## config.mk

```make
export PLATFORM = sky130hd
export DESIGN_NAME = updown_sweep_ctrl_flat
export DESIGN_NICKNAME = d
export VERILOG_FILES = /design/src/rtl/updown_sweep_ctrl_if.sv /design/src/rtl/updown_sweep_ctrl.sv /design/src/flat_wrapper.sv
export SDC_FILE = /design/constraint.sdc
export NUM_CORES = 1
export LEC_CHECK = 0
export CAP_MARGIN = 20
export CORE_MARGIN = 2
export CORE_UTILIZATION = 45
export CTS_BUF_LIST = sky130_fd_sc_hd__clkbuf_4 sky130_fd_sc_hd__clkbuf_8 sky130_fd_sc_hd__clkbuf_16
export CTS_CLUSTER_SIZE = 28
export DETAILED_ROUTE_END_ITERATION = 10
export GPL_TIMING_DRIVEN = 1
export PLACE_DENSITY = 0.69
export SYNTH_ARGS = -nofsm -noshare
export SYNTH_HDL_FRONTEND = slang
export SYNTH_SLANG_ARGS = --single-unit
```

## constraint.sdc

```tcl
create_clock -name clk -period 5.7 [get_ports clk]
set_clock_uncertainty 0.2 [all_clocks]
set_input_delay 0.57 -clock clk [delete_from_list [all_inputs] [get_ports clk]]
set_output_delay 0.57 -clock clk [all_outputs]
set_load 0.01 [all_outputs]
```

## src/rtl/updown_sweep_ctrl_if.sv

```systemverilog
// Control bus between the sweep sequencer and the loadable up/down counter.
// The sequencer is the master; the counter drives back its current value.
interface updown_sweep_ctrl_if #(
    parameter int BITS = 4
) ();
    logic            cnt_load;
    logic            cnt_up;
    logic            cnt_enable;
    logic [BITS-1:0] cnt_d;
    logic [BITS-1:0] cnt_q;

    modport master (
        output cnt_load,
        output cnt_up,
        output cnt_enable,
        output cnt_d,
        input  cnt_q
    );

    modport slave (
        input  cnt_load,
        input  cnt_up,
        input  cnt_enable,
        input  cnt_d,
        output cnt_q
    );
endinterface

```

## src/rtl/updown_sweep_ctrl.sv

```systemverilog
// Triangle-sweep sequencer for the loadable up/down counter.
// Steps lo..hi..lo at a prescaled rate for a programmed number of sweeps.
module updown_sweep_ctrl #(
    parameter int BITS    = 4,
    parameter int PRESC_W = 8
) (
    input  logic                clk,
    input  logic                reset_n,
    input  logic                start,
    input  logic                abort,
    input  logic [BITS-1:0]     lo,
    input  logic [BITS-1:0]     hi,
    input  logic [3:0]          sweeps,
    input  logic [PRESC_W-1:0]  presc,
    updown_sweep_ctrl_if.master cnt,
    output logic                busy,
    output logic                done,
    output logic [3:0]          sweep_cnt,
    output logic                err
);
    typedef enum logic [2:0] {
        IDLE,
        LOAD,
        UP,
        DOWN,
        DONE
    } state_t;

    state_t             state;
    logic [BITS-1:0]    lo_r;
    logic [BITS-1:0]    hi_r;
    logic [3:0]         sweeps_r;
    logic [PRESC_W-1:0] presc_r;
    logic [PRESC_W-1:0] pcnt;
    logic               up_r;
    logic               stepping;
    logic               tick;
    logic               top_step;
    logic               bot_step;
    logic [3:0]         sweep_nx;

    assign stepping = (state == UP) || (state == DOWN);
    assign tick     = stepping && (pcnt == presc_r);
    assign top_step = cnt.cnt_q == hi_r - BITS'(1);
    assign bot_step = cnt.cnt_q == lo_r + BITS'(1);
    assign sweep_nx = sweep_cnt + 4'd1;

    // abort is the only input allowed to reach the counter controls directly
    assign cnt.cnt_load   = (state == LOAD) && !abort;
    assign cnt.cnt_enable = !abort && ((state == LOAD) || tick);
    assign cnt.cnt_up     = up_r;
    assign cnt.cnt_d      = lo_r;

    always_ff @(posedge clk or negedge reset_n) begin
        if (!reset_n) begin
            state     <= IDLE;
            lo_r      <= '0;
            hi_r      <= '0;
            sweeps_r  <= '0;
            presc_r   <= '0;
            pcnt      <= '0;
            up_r      <= 1'b0;
            busy      <= 1'b0;
            done      <= 1'b0;
            sweep_cnt <= '0;
            err       <= 1'b0;
        end else begin
            unique case (state)
                IDLE: begin
                    if (start) begin
                        if (lo < hi) begin
                            lo_r      <= lo;
                            hi_r      <= hi;
                            sweeps_r  <= (sweeps == 4'd0) ? 4'd1 : sweeps;
                            presc_r   <= presc;
                            sweep_cnt <= '0;
                            err       <= 1'b0;
                            busy      <= 1'b1;
                            state     <= LOAD;
                        end else begin
                            err <= 1'b1;
                        end
                    end
                end
                LOAD: begin
                    pcnt <= '0;
                    if (abort) begin
                        busy  <= 1'b0;
                        state <= IDLE;
                    end else begin
                        up_r  <= 1'b1;
                        state <= UP;
                    end
                end
                UP: begin
                    if (abort) begin
                        busy  <= 1'b0;
                        up_r  <= 1'b0;
                        state <= IDLE;
                    end else if (tick) begin
                        pcnt <= '0;
                        if (top_step) begin
                            up_r  <= 1'b0;
                            state <= DOWN;
                        end
                    end else begin
                        pcnt <= pcnt + PRESC_W'(1);
                    end
                end
                DOWN: begin
                    if (abort) begin
                        busy  <= 1'b0;
                        state <= IDLE;
                    end else if (tick) begin
                        pcnt <= '0;
                        if (bot_step) begin
                            sweep_cnt <= sweep_nx;
                            if (sweep_nx == sweeps_r) begin
                                busy  <= 1'b0;
                                done  <= 1'b1;
                                state <= DONE;
                            end else begin
                                up_r  <= 1'b1;
                                state <= UP;
                            end
                        end
                    end else begin
                        pcnt <= pcnt + PRESC_W'(1);
                    end
                end
                DONE: begin
                    done  <= 1'b0;
                    state <= IDLE;
                end
                default: state <= IDLE;
            endcase
        end
    end
endmodule

```

## src/flat_wrapper.sv

```systemverilog
// flat-port wrapper written by rule: the top's interface ports become plain ports
module updown_sweep_ctrl_flat 
#(
    parameter int BITS    = 4,
    parameter int PRESC_W = 8
)
  (clk, reset_n, start, abort, lo, hi, sweeps, presc, busy, done, sweep_cnt, err, cnt_cnt_load, cnt_cnt_up, cnt_cnt_enable, cnt_cnt_d, cnt_cnt_q);
  updown_sweep_ctrl_if #(.BITS(BITS)) cnt_i ();
  input  logic clk;
  input  logic reset_n;
  input  logic start;
  input  logic abort;
  input  logic [BITS-1:0] lo;
  input  logic [BITS-1:0] hi;
  input  logic [3:0] sweeps;
  input  logic [PRESC_W-1:0] presc;
  output logic busy;
  output logic done;
  output logic [3:0] sweep_cnt;
  output logic err;
  output wire logic [$bits(cnt_i.cnt_load)-1:0] cnt_cnt_load;
  output wire logic [$bits(cnt_i.cnt_up)-1:0] cnt_cnt_up;
  output wire logic [$bits(cnt_i.cnt_enable)-1:0] cnt_cnt_enable;
  output wire logic [$bits(cnt_i.cnt_d)-1:0] cnt_cnt_d;
  input wire logic [$bits(cnt_i.cnt_q)-1:0] cnt_cnt_q;
  assign cnt_cnt_load = cnt_i.cnt_load;
  assign cnt_cnt_up = cnt_i.cnt_up;
  assign cnt_cnt_enable = cnt_i.cnt_enable;
  assign cnt_cnt_d = cnt_i.cnt_d;
  assign cnt_i.cnt_q = cnt_cnt_q;
  updown_sweep_ctrl #(.BITS(BITS), .PRESC_W(PRESC_W)) u_core (.clk(clk), .reset_n(reset_n), .start(start), .abort(abort), .lo(lo), .hi(hi), .sweeps(sweeps), .presc(presc), .cnt(cnt_i), .busy(busy), .done(done), .sweep_cnt(sweep_cnt), .err(err));
endmodule
```

Word-level counts from Yosys, hierarchy flattened
Index checks and enable logic that the tools add are counted.
{"block": "word_totals", "out_inout_bits": 14, "register_bits": 39, "input_bits": 28, "mem_bits_ro": 0, "latch_bits": 0, "n_memories": 0, "ramBits": 0}
{"block": "classes", "n_lt_le_gt_ge": 1, "muxes": 44, "n_eq_ne": 23, "shifts": 0, "bitwise_logic": 0, "n_reduce_logical": 23, "div": 0, "add_sub_neg": 4, "multipliers": 0}
{"cell": "2-to-1 mux 3 bit", "n": 9}
{"cell": "2-to-1 mux 4 bit", "n": 6}
{"cell": "2-to-1 mux 1 bit", "n": 20}
{"cell": "2-to-1 mux 8 bit", "n": 2}
{"cell": "one-hot mux 8 bit (2 select lines)", "n": 1}
{"cell": "equality test 4 bit", "n": 3}
{"cell": "!= test 2 bit, second input constant", "n": 6}
{"cell": "!= test 3 x 2 -> 1 bit, second input constant", "n": 4}
{"cell": "one-hot mux 3 bit (4 select lines)", "n": 1}
{"cell": "AND reduction 6 bit", "n": 2}
{"cell": "adder 4 x 1 -> 4 bit, second input constant", "n": 2}
{"cell": "adder 8 x 1 -> 8 bit, second input constant", "n": 1}
{"cell": "equality test 8 bit", "n": 1}
{"cell": "!= test 2 x 1 -> 1 bit, second input constant", "n": 4}
{"cell": "one-hot mux 4 bit (2 select lines)", "n": 1}
{"cell": "AND reduction 8 bit", "n": 1}
{"cell": "AND reduction 7 bit", "n": 1}
{"cell": "equality test 3 x 2 -> 1 bit, second input constant", "n": 2}
{"cell": "one-hot mux 1 bit (3 select lines)", "n": 2}
{"cell": "nonzero test 2 bit", "n": 3}
{"cell": "nonzero test 3 bit", "n": 2}
{"cell": "AND reduction 5 bit", "n": 1}
{"cell": "logical NOT 4 bit", "n": 1}
{"cell": "less-than comparator 4 bit", "n": 1}
{"cell": "13 further kinds", "n": 18}

Logic depth before layout (Yosys ltp)
{"block": "depth", "word_depth": 7, "ltp_mapped": 8, "ltp_nobuf": 7}

Worst setup path before layout
OpenSTA, ideal clock, no wires.
{"block": "synth_path", "path_type": "input to register", "start": "input port hi[3]", "end": "register u_core.lo_r[0], in the netlist u_core.cnt.cnt_d[0]", "setup_ns": 0.125, "path_slack_ns": 3.402, "path_buffers": 1, "stages": 7, "arrival_time_ns": 1.973, "cell_sequence": "inv_1 > ha_1 > o21ai_0 > a32o_1 > nand2_1 > clkbuf_1 > mux2_2"}
{"block": "synth_between", "elab_chain_cells": 2}
{"item": "from (decl)", "line_no": "flat_wrapper.sv:14", "text": "input logic [BITS-1:0] hi;"}
{"item": "less-than comparator 4 bit", "line_no": "updown_sweep_ctrl.sv:71", "text": "if (lo < hi) begin"}
{"item": "AND reduction 3 bit (no source line)"}
{"item": "to (signal assigned)", "line_no": "updown_sweep_ctrl.sv:72", "text": "lo_r <= lo;"}
{"item": "to (decl)", "line_no": "updown_sweep_ctrl.sv:30", "text": "logic [BITS-1:0] lo_r;"}
No other way between the ends.
A chain may end at the register's enable or synchronous reset.

Worst setup path in the final report
{"block": "layout_path", "start": "input port abort", "end": "output port cnt_cnt_enable"}
{"block": "layout_between", "elab_chain_cells": 2}
{"item": "from (decl)", "line_no": "flat_wrapper.sv:12", "text": "input logic abort;"}
{"item": "logical NOT 1 bit", "line_no": "updown_sweep_ctrl.sv:50", "text": "assign cnt.cnt_enable = !abort && ((state == LOAD) || tick);"}
{"item": "logical AND 1 bit", "line_no": "updown_sweep_ctrl.sv:50"}
{"item": "to (decl)", "line_no": "flat_wrapper.sv:23", "text": "output wire logic [$bits(cnt_i.cnt_enable)-1:0] cnt_cnt_enable;"}
No other way between the ends.

==> reports/qor.txt <==
largest net degree at the start of global routing: 40
layout cell share with drive strength beyond 1: 11.03%
most frequent cells in the layout: clkdlybuf4s50_1, dfrtp_1, xnor2_1
Pins Over Slew Limit: 0
crit path to: cnt_cnt_enable
Crit. Startpoint: abort
post-route DRC violation count: 0
crit path max fanout: 16
cell family with most CP delay: buffers and inverters
Seq cells post-synth: 39
status: finished, final reports clean
RSZ-0062 raised after global routing: no
Vias/cell: 5.416
global-route wire length before repair: 8.114 mm
buffer and inverter count on the worst path: 2
nets@finish: 306
# port buffers: 41
most common flop cell mapped by yosys: dfrtp_1
critical path endpoint category: primary output
non-filler cells, final: 339
number of flops mapped to enable cells by yosys: 0
ANT nets after route: 0
Total Routing Usage GR: 19.35%
largest cells by area after synthesis: dfrtp_1, xnor2_1, mux2_2
vias in the first global route: 1721
area leader, netlist: dfrtp_1
remaining global-route overflow: 0
Max stage delay on crit path: 0.68 ns
Slew Limit Headroom: 41.88%
core area: 4786 um2
clk sinks: 39
Final Hold Vio Count: 0
antenna cell count: 0
TritonCTS Buffers: 5
Seq/Total Area, Yosys: 43.19%
Pwr Density: 439.4 nW/um2
Data arrival, critical path: 2.43 ns
syn nets: 266
Hold-fix buffers, CTS: 0
CTS tree: done
Most common cell on crit path: clkdlybuf4s50_1
Synth Instances: 231
reg2reg setup slack: 3.27 ns
Slew @ Worst Pin: 0.8718 ns
critical setup path kind: primary input to primary output
R2R Path Start: u_core.state[2]
Mapped Area: 2260 um2
Initial Utilization: 47.22%
Clk Tree Root Cell: clkbuf_8
Post-CTS Setup Inserts: 0
clock latency at the later pin of the worst-skew pair: 0.30 ns
Fin Setup TNS: 0 ns
CTS max path bufs: 2
clk slew on worst S/H paths: 0.08 ns
Final min period: 3.197 ns
Pre-antenna DRT Iters: 4
Max Freq: 312.8 MHz
worst-case reg-to-reg path depth: 4
worst path required time: 4.93 ns
yosys warns: 0
H-tree levels: 2
placed cells: 330
die footprint: 5604 um2
critical path depth in cells: 4
final core utilization: 59.09%
cell row count: 25
Detailed Place HPWL: 3.557 mm
fraction of registers with async set/reset: 100.0%
Hold WC Path Type: primary input to async pin
commonest non-fill, non-tap cell in the layout: clkdlybuf4s50_1
final wirelength: 4.770 mm
Top-Level Pins: 42
maximum vdd drop: 0.0002365 V
critical path's slowest cell: clkdlybuf4s50_1
Die H: 74.86 um
CP Launch Type: primary input
Max-Cap Viols: 0
Die W: 74.86 um
Routed WL per cell: 14.07 um
period utilisation layout: 56.09%
Syn-to-layout area delta: 25.14%
Synth top area share: 43.19%
via count: 1836
final setup vio count: 0
initial DRC count: 160
Synth cell types: 43
GPL Wtd Cong: 0.8767
worst path cell trace: clkdlybuf4s50_1 -> nor3_1 -> a21o_1 -> clkdlybuf4s50_1
Syn Area/Cell: 9.782 um2
Lkg Pwr: 0.001180 uW
capturing point of the worst reg2reg path: u_core.sweeps_r[2]
post_cts resized: 0
initial antenna violation count: 0
-- report_power, final --
part | internal (uW) | switching, uW | total, uW
Sequential | 375 | 95.6 | 471
Combinational | 283 | 276 | 559
Clock | 115 | 98.1 | 213
Total | 773 | 470 | 1240
-- state kept, by name, indices dropped and copies added (netlist names) --
register / cells
u_core.pcnt: 8
u_core.presc_r: 8
u_core.cnt.cnt_d: 4
u_core.hi_r: 4
u_core.sweep_cnt: 4
u_core.sweeps_r: 4
u_core.state: 3
u_core.busy: 1
u_core.cnt.cnt_up: 1
u_core.done: 1
u_core.err: 1
-- worst min path at each step --
stage | end | startpoint | depth (start not counted)
after detailed placement | u_core.cnt.cnt_up | u_core.cnt.cnt_up | 1
after CTS | u_core.hi_r[3] | reset_n | 1
after global routing | u_core.cnt.cnt_d[1] | reset_n | 1
final | u_core.cnt.cnt_d[1] | reset_n | 1
after global placement | u_core.cnt.cnt_up | u_core.cnt.cnt_up | 1
after floorplan | u_core.busy | reset_n | 0
-- synthesized netlist by cell type, types with 2 or more instances --
master	instances
or4_1	3
nand2b_1	2
dfrtp_1	39
nor4_1	3
xnor2_1	23
ha_1	7
o31ai_1	2
o21ai_0	15
xor2_1	4
a21oi_1	9
mux2_1	4
and3_2	2
or3_1	2
nand4_1	4
or2_1	2
nor3_1	5
nand3_1	16
o211ai_1	3
buf_2	5
mux2_2	12
inv_1	10
nand2_1	16
a21o_1	4
clkbuf_1	4
nor2_1	17
-- per-layer routing --
layer	vias to the layer above	share of wire (%)	GRT usage, %
li1	900	-	-
met1	878	46	27.09
met2	49	47	29.43
met3	9	4.4	3.213
met4	0	2.2	8.929
met5	-	0	0
-- final cells by class --
type                            count  area (um2)
Inverter                           10       37.54
Multi-Input combinational cell    173        1206
Clock buffer                        8       103.9
Tap cell                           67       83.83
Timing Repair Buffer               42       420.4
Fill cell                         415        1958
Sequential cell                    39       975.9
-- per-stage QoR --
stage               total power, uW  worst slack [ns]  cell area [um2]  hold slack (ns)
floorplan                     863.4             3.402             2260          0.07441
global placement               1022             2.307             2709           0.2845
detailed placement             1032             2.264             2709           0.2926
CTS                            1247             2.515             2813           0.2247
global route                   1337             2.410             2828           0.2696
finish                         1243             2.503             2828           0.1853
-- cell families after synthesis --
logic type      after synthesis  share of synthesized area, %
compound gates               43                         12.40
simple gates                 79                         18.22
flops                        39                         43.19
buf+inv                      19                         3.433
fa+ha+maj                     7                         3.876
mux                          17                         8.416
xor+xnor                     27                         10.46
(Power assumes the default switching activity.)
